<file path="src/rtl/famiclone_probe_pkg.sv">
// Shared types for the famiclone power-on probe: FSM states and force_mode encodings.
package famiclone_probe_pkg;

    typedef enum logic [1:0] {
        HOLD   = 2'd0,
        SETTLE = 2'd1,
        PROBE  = 2'd2,
        DONE   = 2'd3
    } probe_state_t;

    localparam logic [1:0] FORCE_STD   = 2'b01;
    localparam logic [1:0] FORCE_CLONE = 2'b10;

    function automatic int max3(input int a, input int b, input int c);
        int m;
        m = (a > b) ? a : b;
        return (m > c) ? m : c;
    endfunction

endpackage

</file>
<file path="src/rtl/famiclone_probe_sync.sv">
// Plain flop chain bringing an asynchronous PPU pin into the m2 domain.
module sync_chain #(
    parameter int   STAGES  = 2,
    parameter logic RST_VAL = 1'b0
) (
    input  logic m2,
    input  logic reset,
    input  logic d,
    output logic q
);

    logic [STAGES-1:0] ff;

    always_ff @(posedge m2 or posedge reset) begin
        if (reset) ff <= {STAGES{RST_VAL}};
        else       ff <= {ff[STAGES-2:0], d};
    end

    assign q = ff[STAGES-1];

endmodule

</file>
<file path="src/rtl/famiclone_probe.sv">
// Startup probe: holds the CIRAM grounding window, then votes on /A13 behaviour
// to decide between a standard console and a famiclone driving /A13 itself.
//
// state  | meaning
// HOLD   | grounding window active, timer counts INIT_CYCLES
// SETTLE | window released, samples ignored for SETTLE_CYCLES
// PROBE  | counting A13 level samples and /A13 mismatches, timeout running
// DONE   | verdict frozen until reset
module famiclone_probe
    import famiclone_probe_pkg::*;
#(
    parameter int INIT_CYCLES        = 15,
    parameter int SETTLE_CYCLES      = 4,
    parameter int SAMPLES_PER_LEVEL  = 3,
    parameter int MISMATCH_THRESHOLD = 1,
    parameter int PROBE_TIMEOUT      = 65535,
    parameter int SYNC_STAGES        = 2
) (
    input  logic       m2,
    input  logic       reset,
    input  logic       ppu_rd_in,
    input  logic       ppu_a13,
    input  logic       ppu_not_a13,
    input  logic [1:0] force_mode,
    output logic       ground_out,
    output logic       init_finished,
    output logic       new_dendy,
    output logic       verdict_valid,
    output logic       timed_out
);

    localparam int LW = $clog2(SAMPLES_PER_LEVEL + 1);
    localparam int MW = $clog2(MISMATCH_THRESHOLD + 1);
    localparam int TW = $clog2(max3(INIT_CYCLES, SETTLE_CYCLES, PROBE_TIMEOUT) + 1);

    localparam logic [LW-1:0] LVL_MAX     = LW'(SAMPLES_PER_LEVEL);
    localparam logic [MW-1:0] MM_MAX      = MW'(MISMATCH_THRESHOLD);
    localparam logic [TW-1:0] HOLD_LAST   = TW'(INIT_CYCLES - 1);
    localparam logic [TW-1:0] SETTLE_LAST = TW'(SETTLE_CYCLES - 1);
    localparam logic [TW-1:0] TMO_LAST    = TW'(PROBE_TIMEOUT - 1);

    probe_state_t  state, state_nxt;
    logic          rd_s, a13_s, na13_s, rd_prev;
    logic          sample_evt, counted, mismatch, levels_full, tmo_hit, verdict_nxt;
    logic          raw_verdict, timed_out_r;
    logic [TW-1:0] tmr;
    logic [LW-1:0] lo_cnt, hi_cnt, lo_nxt, hi_nxt;
    logic [MW-1:0] mm_cnt, mm_nxt;

    sync_chain #(.STAGES(SYNC_STAGES), .RST_VAL(1'b1)) u_sync_rd (
        .m2(m2), .reset(reset), .d(ppu_rd_in), .q(rd_s)
    );
    sync_chain #(.STAGES(SYNC_STAGES), .RST_VAL(1'b0)) u_sync_a13 (
        .m2(m2), .reset(reset), .d(ppu_a13), .q(a13_s)
    );
    sync_chain #(.STAGES(SYNC_STAGES), .RST_VAL(1'b0)) u_sync_na13 (
        .m2(m2), .reset(reset), .d(ppu_not_a13), .q(na13_s)
    );

    assign sample_evt = rd_prev & ~rd_s;
    assign mismatch   = (a13_s == na13_s);

    // A sample only counts while its own level still needs samples.
    always_comb begin
        counted     = sample_evt && (a13_s ? (hi_cnt != LVL_MAX) : (lo_cnt != LVL_MAX));
        lo_nxt      = (counted && !a13_s) ? lo_cnt + 1'b1 : lo_cnt;
        hi_nxt      = (counted &&  a13_s) ? hi_cnt + 1'b1 : hi_cnt;
        mm_nxt      = (counted && mismatch && mm_cnt != MM_MAX) ? mm_cnt + 1'b1 : mm_cnt;
        levels_full = (lo_nxt == LVL_MAX) && (hi_nxt == LVL_MAX);
        tmo_hit     = (tmr == TMO_LAST);
        verdict_nxt = (mm_nxt == MM_MAX);
    end

    always_ff @(posedge m2 or posedge reset) begin
        if (reset) state <= HOLD;
        else       state <= state_nxt;
    end

    always_comb begin
        state_nxt = state;
        case (state)
            HOLD:    if (tmr == HOLD_LAST)       state_nxt = SETTLE;
            SETTLE:  if (tmr == SETTLE_LAST)     state_nxt = PROBE;
            PROBE:   if (levels_full || tmo_hit) state_nxt = DONE;
            default: state_nxt = DONE;
        endcase
    end

    always_ff @(posedge m2 or posedge reset) begin
        if (reset) begin
            rd_prev     <= 1'b1;
            tmr         <= '0;
            lo_cnt      <= '0;
            hi_cnt      <= '0;
            mm_cnt      <= '0;
            raw_verdict <= 1'b0;
            timed_out_r <= 1'b0;
        end else begin
            rd_prev <= rd_s;
            if (state_nxt != state)  tmr <= '0;
            else if (state != DONE)  tmr <= tmr + 1'b1;
            if (state == PROBE) begin
                lo_cnt <= lo_nxt;
                hi_cnt <= hi_nxt;
                mm_cnt <= mm_nxt;
                // A final sample landing on the expiry cycle takes precedence.
                if (state_nxt == DONE) begin
                    raw_verdict <= verdict_nxt;
                    timed_out_r <= !levels_full;
                end
            end
        end
    end

    always_comb begin
        ground_out    = (state == HOLD);
        init_finished = (state != HOLD);
        verdict_valid = (state == DONE);
        timed_out     = timed_out_r;
        case (force_mode)
            FORCE_STD:   new_dendy = 1'b0;
            FORCE_CLONE: new_dendy = 1'b1;
            default:     new_dendy = raw_verdict;
        endcase
    end

endmodule

</file>
<file path="config.mk">
export PLATFORM = sky130hd
export DESIGN_NAME = famiclone_probe
export DESIGN_NICKNAME = d
export VERILOG_FILES = /design/src/rtl/famiclone_probe_pkg.sv /design/src/rtl/famiclone_probe_sync.sv /design/src/rtl/famiclone_probe.sv
export SDC_FILE = /design/constraint.sdc
export NUM_CORES = 1
export LEC_CHECK = 0
export CORE_ASPECT_RATIO = 1.1
export CORE_MARGIN = 5
export CORE_UTILIZATION = 35
export CTS_BUF_LIST = sky130_fd_sc_hd__clkbuf_8
export CTS_CLUSTER_SIZE = 20
export DETAILED_ROUTE_END_ITERATION = 8
export SETUP_SLACK_MARGIN = 0.2
export SLEW_MARGIN = 20
export SYNTH_ARGS = -nofsm -noshare
export SYNTH_HDL_FRONTEND = slang
export SYNTH_SLANG_ARGS = --single-unit
export TNS_END_PERCENT = 30
</file>
<file path="constraint.sdc">
create_clock -name m2 -period 5.3 [get_ports m2]
set_input_delay 0.795 -clock m2 [delete_from_list [all_inputs] [get_ports m2]]
set_output_delay 0.795 -clock m2 [all_outputs]
set_load 0.01 [all_outputs]
</file>
-- Word level (Yosys, flattened, before mapping)
Cells that the tools add are included.
- bits in registers: 32
- input bits: 7
- logic and storage cells: 58
- add/sub/neg operators: 4
- equal/unequal tests: 16
- mux-type cells: 11
- bitwise logic cells: 3
- reductions and logical operators: 13
- operators by type and width (operator ; number):
    16-bit two-way mux ; 2
    16-bit by 1-bit adder with 16-bit output (second input constant) ; 1
    16-bit equality test (second input constant) ; 1
    16-bit by 2-bit equality test with 1-bit output (second input constant) ; 1
    16-bit by 4-bit equality test with 1-bit output (second input constant) ; 1
    2-bit equality test (second input constant) ; 6
    2-bit two-way mux ; 5
    1-bit logical AND ; 6
    2-bit != test (second input constant) ; 3
    2-bit one-hot mux with 3 select lines ; 1
    2-bit by 1-bit adder with 2-bit output (second input constant) ; 2
    2-bit by 1-bit equality test with 1-bit output (second input constant) ; 2
    2-bit nonzero test ; 2
    1-bit zero test ; 2
    2-bit zero test ; 1
    1-bit two-way mux ; 2
    2-bit != test ; 1
    1-bit inverter ; 2
    1-bit one-hot mux with 2 select lines ; 1
    2-bit AND reduction ; 1
    1-bit adder (second input constant) ; 1
    1-bit AND ; 1
    1-bit equality test ; 1
    1-bit logical OR ; 1

-- Depth between registers and ports, before layout
Gate-level depths: netlist (run 1).
- depth in word-level cells: 12
- gate-level depth with buffers: 8

-- Hierarchy
A second synthesis (run 1) with hierarchy kept.
- cell total of the unflattened synthesis: 158
- area, all modules: 1665.3 um^2
- by module, submodules not included (module ; times used ; cells each ; area each (um^2) ; seq. area each (um^2)):
    famiclone_probe ; 1 ; 149 ; 1501.4 ; 651.9
    sync_chain at u_sync_a13 ... ; 2 ; 3 ; 53.8 ; 50.0
    sync_chain at u_sync_rd ; 1 ; 3 ; 56.3 ; 52.6

-- Worst setup path after synthesis (run 1)
Ideal clock, no wire load.
- kind: input-to-output
- start: input port force_mode[0]
- end: output port new_dendy
- arrival time: 1.430 ns
- required time: 4.505 ns
- setup slack: 3.075 ns
- cell stages on the path: 3
- path through: inv_1 > ha_1 > mux2_2
- word-level cells in the longest chain between the ends: 2
- ends and longest elaborated chain (item ; RTL line ; text):
    from (decl) ; famiclone_probe.sv:24 ; input logic [1:0] force_mode,
    2-bit equality test / 2-bit by 1-bit equality test with 1-bit output (equally long branches) ; famiclone_probe.sv:120 ; case (force_mode)
    1-bit one-hot mux with 2 select lines (*) ; famiclone_probe.sv:120 ;
    to (decl) ; famiclone_probe.sv:27 ; output logic new_dendy,
Mark *: on every way between the ends. The rest lies on a longest branch, timed or not.

-- Worst setup path after layout (run 1)
Ends and elaborated chain as after synthesis.

==> results of run 1 <==
path summary, 6_finish.rpt:
check,to
min reg2reg,u_sync_na13.ff[1]$_DFF_PP0_
max in group asynchronous,rd_prev$_DFF_PP1_
max,new_dendy
max reg2reg,tmr[14]$_DFFE_PP0P_
min,u_sync_na13.ff[1]$_DFF_PP0_
min in group asynchronous,u_sync_a13.ff[0]$_DFF_PP0_
cells in the mapped netlist (2+ instances only):
| cell type | count |
|---|---|
| sky130_fd_sc_hd__dfrtp_1 | 29 |
| sky130_fd_sc_hd__nor2_1 | 26 |
| sky130_fd_sc_hd__inv_1 | 12 |
| sky130_fd_sc_hd__nand2_1 | 11 |
| sky130_fd_sc_hd__xnor2_1 | 11 |
| sky130_fd_sc_hd__nand3_1 | 4 |
| sky130_fd_sc_hd__nor3_1 | 4 |
| sky130_fd_sc_hd__xor2_1 | 4 |
| sky130_fd_sc_hd__dfstp_2 | 3 |
| sky130_fd_sc_hd__ha_1 | 3 |
| sky130_fd_sc_hd__nand4_1 | 3 |
| sky130_fd_sc_hd__nor3_2 | 3 |
| sky130_fd_sc_hd__nor4_2 | 3 |
| sky130_fd_sc_hd__a21oi_1 | 2 |
| sky130_fd_sc_hd__a311oi_1 | 2 |
| sky130_fd_sc_hd__a31o_2 | 2 |
| sky130_fd_sc_hd__buf_2 | 2 |
| sky130_fd_sc_hd__mux2_2 | 2 |
| sky130_fd_sc_hd__o21ai_0 | 2 |
| sky130_fd_sc_hd__o21bai_1 | 2 |
| sky130_fd_sc_hd__or4b_4 | 2 |
layout make-up:
type / count / area, µm²
fillers: 470 / 2726
clock buffers: 6 / 82.58
flip-flops and latches: 32 / 804.5
repair buffers: 12 / 117.6
multi-input cells: 114 / 824.5
clock inverters: 2 / 10.01
inverters: 13 / 48.80
well taps: 56 / 70.07
kinds of logic (layout without fill, tap and decap cells):
kind of cell,after synthesis,count (layout),synth area share
muxes,3,3,0.01906
adders and majority gates,3,3,0.02200
xor gates and xnor gates,15,15,0.07698
AOI/OAI and AO/OA,24,24,0.1283
DFF,32,32,0.4714
buffers and inverters,18,33,0.04545
and+or+nand+nor,69,69,0.2368
critical path: stages:
cell and delay [ns]:
sky130_fd_sc_hd__clkdlybuf4s50_1 0.46, sky130_fd_sc_hd__inv_1 0.04, sky130_fd_sc_hd__ha_1 0.27, sky130_fd_sc_hd__mux2_2 0.33, sky130_fd_sc_hd__clkdlybuf4s50_1 0.48
registers in the layout, indices dropped and copies added, names as in the netlist:
signal          count
rd_prev             1
mm_cnt              1
lo_cnt              2
timed_out           1
u_sync_rd.ff        2
u_sync_na13.ff      2
tmr                16
raw_verdict         1
u_sync_a13.ff       2
hi_cnt              2
state               2
routing by layer:
metal / up-vias / track usage / wire length [µm]
li1: 603 / - / -
met1: 628 / 0.1364 / 1426
met2: 24 / 0.1713 / 1592
met3: 5 / 0.02706 / 111
met4: 0 / 0.04928 / 51
met5: - / 0 / 0
report_power, final:
part           switching [mW]  leakage [nW]  total (mW)  internal [mW]
Sequential             0.0700         0.396       0.362          0.292
Clock                  0.0879        0.0510       0.191          0.103
Combinational           0.113         0.344       0.216          0.103
Total                   0.271         0.791       0.769          0.499
==> run metrics, run 1 <==
Max rail drop VDD=209.2 µV; worst setup slack after layout=2.133 ns; vias per cell=5.362; setup repair after global routing missed its margin=false; synthesized area divided by synthesized cell count=10.41 µm²; routed length per instance=13.53 µm; growth of design area from synthesis to finish=14.74%; max-slew violation total from the final report=0; R2R Setup Slk=3.18 ns; beginning of the worst register-to-register path=tmr[0]$_DFFE_PP0P_; post-synthesis sequential area ratio=0.4714; final total negative setup slack=0 ns; commonest non-fill, non-tap cells in the layout=29 x sky130_fd_sc_hd__dfrtp_1, 26 x sky130_fd_sc_hd__nor2_1, 12 x sky130_fd_sc_hd__inv_1; number of inserted diodes=0; utilization after layout=0.4180; wire length of the first global-routing pass=5740 µm; relative slew slack=0.7045; Synth Cell Area=1707 µm²; launch instance of the worst min-delay path=u_sync_na13.ff[0]$_DFF_PP0_; cts bufs inserted=5; pre-CTS setup slack=2.124 ns; Worst-Margin Slew=0.4403 ns; setup-violating endpoint count in the final report=0; number of antenna violations at the first check in global routing=0; total wire length=3180 µm; number of sinks driven by the clock tree=32; outcome=finished clean; number of buffers between clock root and the deepest sink=2; data required time at the worst endpoint=4.51 ns; worst hold stages=0; async set-or-reset flop fraction in the synthesized netlist=1.000; number of detailed-route iterations in the first pass=4; Hold Violations, Final=0; vias post-DR=1260; post-synthesis cell type with the largest combined area=sky130_fd_sc_hd__dfrtp_1; total placed instance area=1866 µm²; flip-flop and latch count after synthesis=32; Worst Hold Class=flop to flop; Reg2Reg Depth=7; fraction of final layout cells with drive strength greater than 1=0.1899; number of top-level pins=12; post-synthesis cell count=164; Cells after DPL=227; Ys Warns=0; Starting Density=0.3643; layout net count=188; worst clock skew=0.01050 ns; number of distinct library cells after synthesis=53; placeable core region=4684 µm²; count of placed standard cells in the final layout, fillers left out=235; CTS tree=yes; cell row count=26; number of flops mapped to enable cells by yosys=0; sort of element at the start of the critical path=primary input; f_max=0.3157 GHz; residual overflow from global routing=0; pin count of the biggest net entering global routing=33; Port Buf Inserts=11; power density over the cells=392.8 nW/µm²; number of buffers inserted by hold repair at cts=0; startpoint-to-endpoint class of the critical path=primary input to output pin; number of antenna-violating nets in the routed design=0; die area=6374 µm²; Power Total=0.7692 mW; LEAKAGE=0.7909 nW; Final Cycle Share=0.5976; fin area=1958 µm²; crit path launch=force_mode[0]; most area-consuming cells after synthesis=sky130_fd_sc_hd__dfrtp_1 43%, sky130_fd_sc_hd__nor2_1 5.7%, sky130_fd_sc_hd__xnor2_1 5.6%; Chip Width=76.58 µm; post-synth net total=174; time the worst path needs with I/O delays and setup=3.167 ns; worst hold slack=0.3525 ns; vertical extent of the die=83.24 µm; GR Util All Layers=0.1078; Clock Latency Late Sink=0.28 ns; library cell used as clock root buffer=sky130_fd_sc_hd__clkbuf_8; Primary FF master, synth=sky130_fd_sc_hd__dfrtp_1; highest fanout seen on the critical path=1; post-cts sizing count=0; share of Yosys cell area claimed by the top area cell type=0.4252; total DRC errors in the routed layout=0; maxcap violations=0; via count of the first global-routing pass=1229; CTS clk-pin slew, worst paths=0.06 ns; number of H-tree levels=2; number of post-CTS setup repair buffers=0; Final Wtd Congestion=0.8094; violation count after the first detailed-routing iteration=88; post-detail-place hpwl=2274 µm; kind of end point of the critical path=output pin; arrival time of data at the critical path endpoint=2.37 ns; most common cell after layout, fill and taps aside=sky130_fd_sc_hd__dfrtp_1
No activity file was read; power rests on OpenSTA's default activity.
==> inputs of run 2 (changes only) <==
clock period = 2.6 ns   (was 5.3 ns; I/O delays follow)
==> run 2 against run 1 <==
Against the previous run:
- first-iteration DRC count is 27% lower
- critical path depth is 2 lower
- critical endpoint is now verdict_valid
- final cell count stayed put
- critical path type is now flop to output pin
- largest power group unchanged
- clock power grew to 2.7 times the previous value
==> run metrics, run 2 (synthesis gave the netlist of run 1 again) <==
outcome=finished clean; vias post-DR=1240 (-1.6%); f_max=0.4510 GHz; Worst-Margin Slew=0.4636 ns (+0.02331 ns); data required time at the worst endpoint=2.21 ns (-2.30 ns); number of post-CTS setup repair buffers=0 (unchanged); maxcap violations=0 (unchanged); setup repair after global routing missed its margin=false; pin count of the biggest net entering global routing=33 (unchanged); startpoint-to-endpoint class of the critical path=flop to output pin; launch instance of the worst min-delay path=u_sync_rd.ff[0]$_DFF_PP1_; Chip Width=76.58 µm (unchanged); via count of the first global-routing pass=1242 (+1.1%); number of buffers between clock root and the deepest sink=2 (unchanged); total wire length=3124 µm (-1.8%); most common cell after layout, fill and taps aside=sky130_fd_sc_hd__dfrtp_1; setup-violating endpoint count in the final report=0 (unchanged); end point of the worst hold path=u_sync_rd.ff[1]$_DFF_PP1_; number of sinks driven by the clock tree=32 (unchanged); routed length per instance=13.29 µm (-1.8%); Port Buf Inserts=11 (unchanged); post-detail-place hpwl=2327 µm (+2.3%); Max rail drop VDD=449.8 µV (+120%); kind of end point of the critical path=output pin; critical register-to-register path endpoint=tmr[10]$_DFFE_PP0P_; vias per cell=5.277 (-1.6%); number of top-level pins=12 (unchanged); commonest non-fill, non-tap cells in the layout=29 x sky130_fd_sc_hd__dfrtp_1, 26 x sky130_fd_sc_hd__nor2_1, 12 x sky130_fd_sc_hd__inv_1; LEAKAGE=0.8163 nW (+3.2%); flip-flop count of the largest register after layout=16 (unchanged); arrival time of data at the critical path endpoint=1.83 ns (-0.54 ns); fraction of final layout cells with drive strength greater than 1=0.1899 (unchanged); worst clock skew=0.006236 ns (-0.004261 ns); R2R Setup Slk=0.55 ns (-2.63 ns); number of detailed-route iterations in the first pass=4 (unchanged); power density over the cells=844.3 nW/µm² (+110%); number of H-tree levels=2 (unchanged); Reg2Reg Depth=7 (unchanged); register bank with the most flops=tmr; Hold Violations, Final=0 (unchanged); die area=6374 µm² (unchanged); beginning of the worst register-to-register path=tmr[0]$_DFFE_PP0P_; growth of design area from synthesis to finish=16.86%; sort of element at the start of the critical path=flop; cts bufs inserted=5 (unchanged); highest fanout seen on the critical path=14 (+13); cell row count=26 (unchanged); placeable core region=4684 µm² (unchanged); Clock Latency Late Sink=0.28 ns (about the same); final total negative setup slack=0 ns (unchanged); worst hold stages=0 (unchanged); relative slew slack=0.6888 (-0.01565); library cell used as clock root buffer=sky130_fd_sc_hd__clkbuf_8; CTS tree=yes; number of antenna-violating nets in the routed design=0 (unchanged); CTS clk-pin slew, worst paths=0.07 ns (about the same); Worst Hold Class=flop to flop; Starting Density=0.3643 (unchanged); layout net count=188 (unchanged); violation count after the first detailed-routing iteration=64 (-27%); max-slew violation total from the final report=0 (unchanged); number of inserted diodes=0 (unchanged); number of antenna violations at the first check in global routing=0 (unchanged); Final Wtd Congestion=0.8162 (+0.84%); wire length of the first global-routing pass=5768 µm (+0.49%); time the worst path needs with I/O delays and setup=2.217 ns; total DRC errors in the routed layout=0 (unchanged); residual overflow from global routing=0 (unchanged); GR Util All Layers=0.1088 (+0.0009978); vertical extent of the die=83.24 µm (unchanged); utilization after layout=0.4257 (+0.007746); Final Cycle Share=0.8528
## run 2: changes by cell type in the layout (fill, tap and decap cells not counted), sizes merged
cell	previous run	this run
clkbuf	6	7
clkinv	2	0
bufinv	0	1
dlymetal6s2s	0	1
clkdlybuf4s50	11	10
## run 2: per-stage QoR
| step | hold slack, ns | power (mW) | cell area, µm² | cells | setup slack [ns] |
|---|---|---|---|---|---|
| after floorplan | 0.3312 | 1.058 | 1707 | 164 | 0.7454 |
| after global placement | 0.3343 | 1.168 | 1866 | 227 | 0.2687 |
| after detailed placement | 0.3397 | 1.179 | 1866 | 227 | 0.2370 |
| after CTS | 0.3550 | 1.706 | 1992 | 235 | 0.2386 |
| after global routing | 0.3547 | 1.805 | 1994 | 235 | 0.2469 |
| final | 0.3505 | 1.684 | 1994 | 235 | 0.3827 |
## run 2: how the worst max path moves through the flow
stage                                    endpoint  slack [ns]                from  cells after the start
after global routing                verdict_valid        0.25  state[1]$_DFF_PP0_                      3
after global placement                  new_dendy        0.27       force_mode[0]                      5
final                               verdict_valid        0.38  state[1]$_DFF_PP0_                      3
after floorplan           raw_verdict$_DFFE_PP0P_        0.75  tmr[0]$_DFFE_PP0P_                      7
after detailed placement                new_dendy        0.24       force_mode[0]                      5
after CTS                               new_dendy        0.24       force_mode[0]                      5
## run 2: final cells by class
| type | instances | area, µm² |
|---|---|---|
| fill | 457 | 2690 |
| sequential | 32 | 804.5 |
| inverter | 13 | 48.80 |
| clock buffer | 7 | 96.34 |
| timing repair buffer | 12 | 120.1 |
| multi-input combinational | 114 | 824.5 |
| tap | 56 | 70.07 |
| clock inverter | 1 | 30.03 |
## run 2: per-layer routing
| layer | global-route usage | up-vias | part of all wire |
|---|---|---|---|
| li1 | - | 605 | - |
| met1 | 0.1334 | 613 | 0.42 |
| met2 | 0.1822 | 15 | 0.52 |
| met3 | 0.03247 | 7 | 0.039 |
| met4 | 0.03339 | 0 | 0.015 |
| met5 | 0 | - | 0 |
## run 2: worst max-delay path, stage by stage, from the launching register on
cell,delay (ns)
sky130_fd_sc_hd__dfrtp_1,0.62
sky130_fd_sc_hd__nand2_1,0.21
sky130_fd_sc_hd__inv_2,0.16
sky130_fd_sc_hd__clkdlybuf4s50_1,0.55
## run 2: repair_timing
| action | in CTS | in global routing |
|---|---|---|
| endpoints found under the setup margin | 0 | 1 |
| hold buffers | 0 | 0 |
| gates resized for setup | 0 | 1 |
## run 2: power by group
group | switching, mW | internal (mW) | leakage (nW)
Combinational | 0.225 | 0.208 | 0.356
Clock | 0.179 | 0.338 | 0.0645
Sequential | 0.138 | 0.596 | 0.396
Total | 0.542 | 1.14 | 0.816
==> inputs of run 3 (changes only) <==
clock period = 2 ns   (was 2.6 ns; I/O delays follow)
==> run 3 against run 2 <==
Against the previous run:
- final area grew 8.1%
- via count grew 2.6%
- total power grew 42%
- sequential power grew 30%
- clock skew is essentially flat
- clock power grew 14%
- die area is the same
- combinational power grew 97%
- wire length grew 15%
- sequential cell count is the same
- register-to-register slack lost 0.41 ns
==> run metrics, run 3 (synthesis gave the netlist of run 1 again) <==
layout net count=199 (+5.9%); wire length on met1=1510 µm (+14%); growth of design area from synthesis to finish=26.32%; setup-violating endpoint count in the final report=0 (unchanged); placeable core region=4684 µm² (unchanged); setup repair after global routing missed its margin=true; vias post-DR=1272 (+2.6%); number of buffers inserted by hold repair at cts=0 (unchanged); number of inserted diodes=0 (unchanged); GR Util All Layers=0.1188 (+0.01008); number of antenna-violating nets in the routed design=0 (unchanged); final total negative setup slack=0 ns (unchanged); worst clock skew=0.006661 ns (+0.0004252 ns); utilization after layout=0.4602 (+0.03445); f_max=0.5379 GHz; flip-flop count of the largest register after layout=16 (unchanged); relative slew slack=0.7080 (+0.01914); die area=6374 µm² (unchanged); library cell used as clock root buffer=sky130_fd_sc_hd__clkbuf_8; Chip Width=76.58 µm (unchanged); vias per cell=5.171 (-2.0%); Starting Density=0.3643 (unchanged); pin count of the biggest net entering global routing=33 (unchanged); CTS clk-pin slew, worst paths=0.07 ns (about the same); max-slew violation total from the final report=0 (unchanged); Final Cycle Share=0.9295; time the worst path needs with I/O delays and setup=1.859 ns; sort of element at the start of the critical path=flop; number of sinks driven by the clock tree=32 (unchanged); LEAKAGE=0.8771 nW (+7.4%); Port Buf Inserts=11 (unchanged); cell row count=26 (unchanged); number of H-tree levels=2 (unchanged); worst hold slack=0.3450 ns (-0.005481 ns); commonest non-fill, non-tap cells in the layout=26 x sky130_fd_sc_hd__dfrtp_1, 25 x sky130_fd_sc_hd__nor2_1, 12 x sky130_fd_sc_hd__inv_1; Slowest cell on crit path=sky130_fd_sc_hd__dfrtp_1; post-detail-place hpwl=2506 µm (+7.7%); vertical extent of the die=83.24 µm (unchanged); Hold Violations, Final=0 (unchanged); via count of the first global-routing pass=1349 (+8.6%); register bank with the most flops=tmr; wire length of the first global-routing pass=6244 µm (+8.3%); total length of routed met2 wires=1885 µm (+16%); routed length per instance=14.57 µm (+9.6%); cts bufs inserted=5 (unchanged); fill cell total of the finished layout=459 (+0.44%); worst path cell trace=inv_2, ha_4, nand3_4, or3_4, o21a_4, nor2_4, mux2_4; Top Layer Used=met4; number of antenna violations at the first check in global routing=0 (unchanged); violation count after the first detailed-routing iteration=89 (+39%); power density over the cells=1111 nW/µm² (+32%); total wire length=3584 µm (+15%); Clock Latency Late Sink=0.28 ns (about the same); Max rail drop VDD=483.1 µV (+7.4%); maxcap violations=0 (unchanged); data required time at the worst endpoint=2.17 ns (-0.04 ns); Power Total=2.396 mW (+42%); Worst-Margin Slew=0.4351 ns (-0.02852 ns); arrival time of data at the critical path endpoint=2.03 ns (+0.20 ns); highest fanout seen on the critical path=6 (-8); Final Wtd Congestion=0.8467 (+3.7%); sum of met3 wire segment lengths after detailed routing=101 µm (-18%); number of detailed-route iterations in the first pass=4 (unchanged); startpoint-to-endpoint class of the critical path=flop to flop; number of buffers between clock root and the deepest sink=2 (unchanged); total DRC errors in the routed layout=0 (unchanged); residual overflow from global routing=0 (unchanged); number of top-level pins=12 (unchanged); most common cell after layout, fill and taps aside=sky130_fd_sc_hd__dfrtp_1; kind of end point of the critical path=flop; outcome=finished clean; Worst Hold Class=flop to flop; CTS tree=yes; fraction of final layout cells with drive strength greater than 1=0.3000 (+0.1101); highest cell delay on the worst timing path=0.39 ns (-0.23 ns)
-- run 3: where the power goes --
group          internal, mW  total (mW)  leakage [nW]  switching, mW
registers             0.779       0.952         0.392          0.173
logic                 0.436       0.853         0.426          0.416
clock network         0.364       0.591        0.0593          0.227
total                  1.58        2.40         0.877          0.816
-- run 3: cell type report --
type                    count  area, µm²  share of cell area
multi-input cells         114      914.6              0.4243
clock inverters             3      38.79             0.01799
well taps                  56      70.07             0.03250
inverters                  13      48.80             0.02263
clock buffers               5      68.82             0.03192
flip-flops and latches     32      808.3              0.3749
repair buffers             23      206.4             0.09576
-- run 3: critical path: cells and delay by family (launching register included) --
| family | cells | cell delay, ns |
|---|---|---|
| buffers and inverters | 1 | 0.08 |
| adder cells (fa/ha/maj) | 1 | 0.14 |
| AND/OR/NAND/NOR | 3 | 0.58 |
| flip-flops | 1 | 0.39 |
| AO/OA/AOI/OAI | 1 | 0.25 |
| multiplexers | 1 | 0.30 |
-- run 3: through the flow --
step           worst slack, ns  cell area [µm²]  std cells
2_1_floorplan           0.1778             1723        164
3_3_place_gp           -0.1560             1919        232
3_5_place_dp           -0.1913             1919        232
4_1_cts                0.09660             2083        244
5_1_grt                0.02783             2156        246
6_report                0.1410             2156        246
-- run 3: layer usage --
metal  track usage  up-vias
met5             0        -
met4       0.05723        0
met3       0.03463        9
met2        0.2048       19
met1        0.1326      619
li1              -      625
-- run 3: path summary, 6_finish.rpt --
check                                       startpoint                          end  slack [ns]  depth (start not counted)
setup / recovery                    tmr[0]$_DFFE_PP0P_      raw_verdict$_DFFE_PP0P_        0.14                          7
max in group asynchronous                        reset    u_sync_rd.ff[1]$_DFF_PP1_        1.27                          3
hold reg to reg            u_sync_na13.ff[0]$_DFF_PP0_  u_sync_na13.ff[1]$_DFF_PP0_        0.35                          0
setup reg to reg                    tmr[0]$_DFFE_PP0P_      raw_verdict$_DFFE_PP0P_        0.14                          7
min in group asynchronous                        reset   u_sync_a13.ff[1]$_DFF_PP0_        0.40                          3
hold / removal             u_sync_na13.ff[0]$_DFF_PP0_  u_sync_na13.ff[1]$_DFF_PP0_        0.35                          0
-- run 3: timing repair --
action / CTS / global route
setup endpoints to repair: 22 / 23
resized for setup: 8 / 12
pin swaps: 3 / 9
buffers inserted: 4 / 2
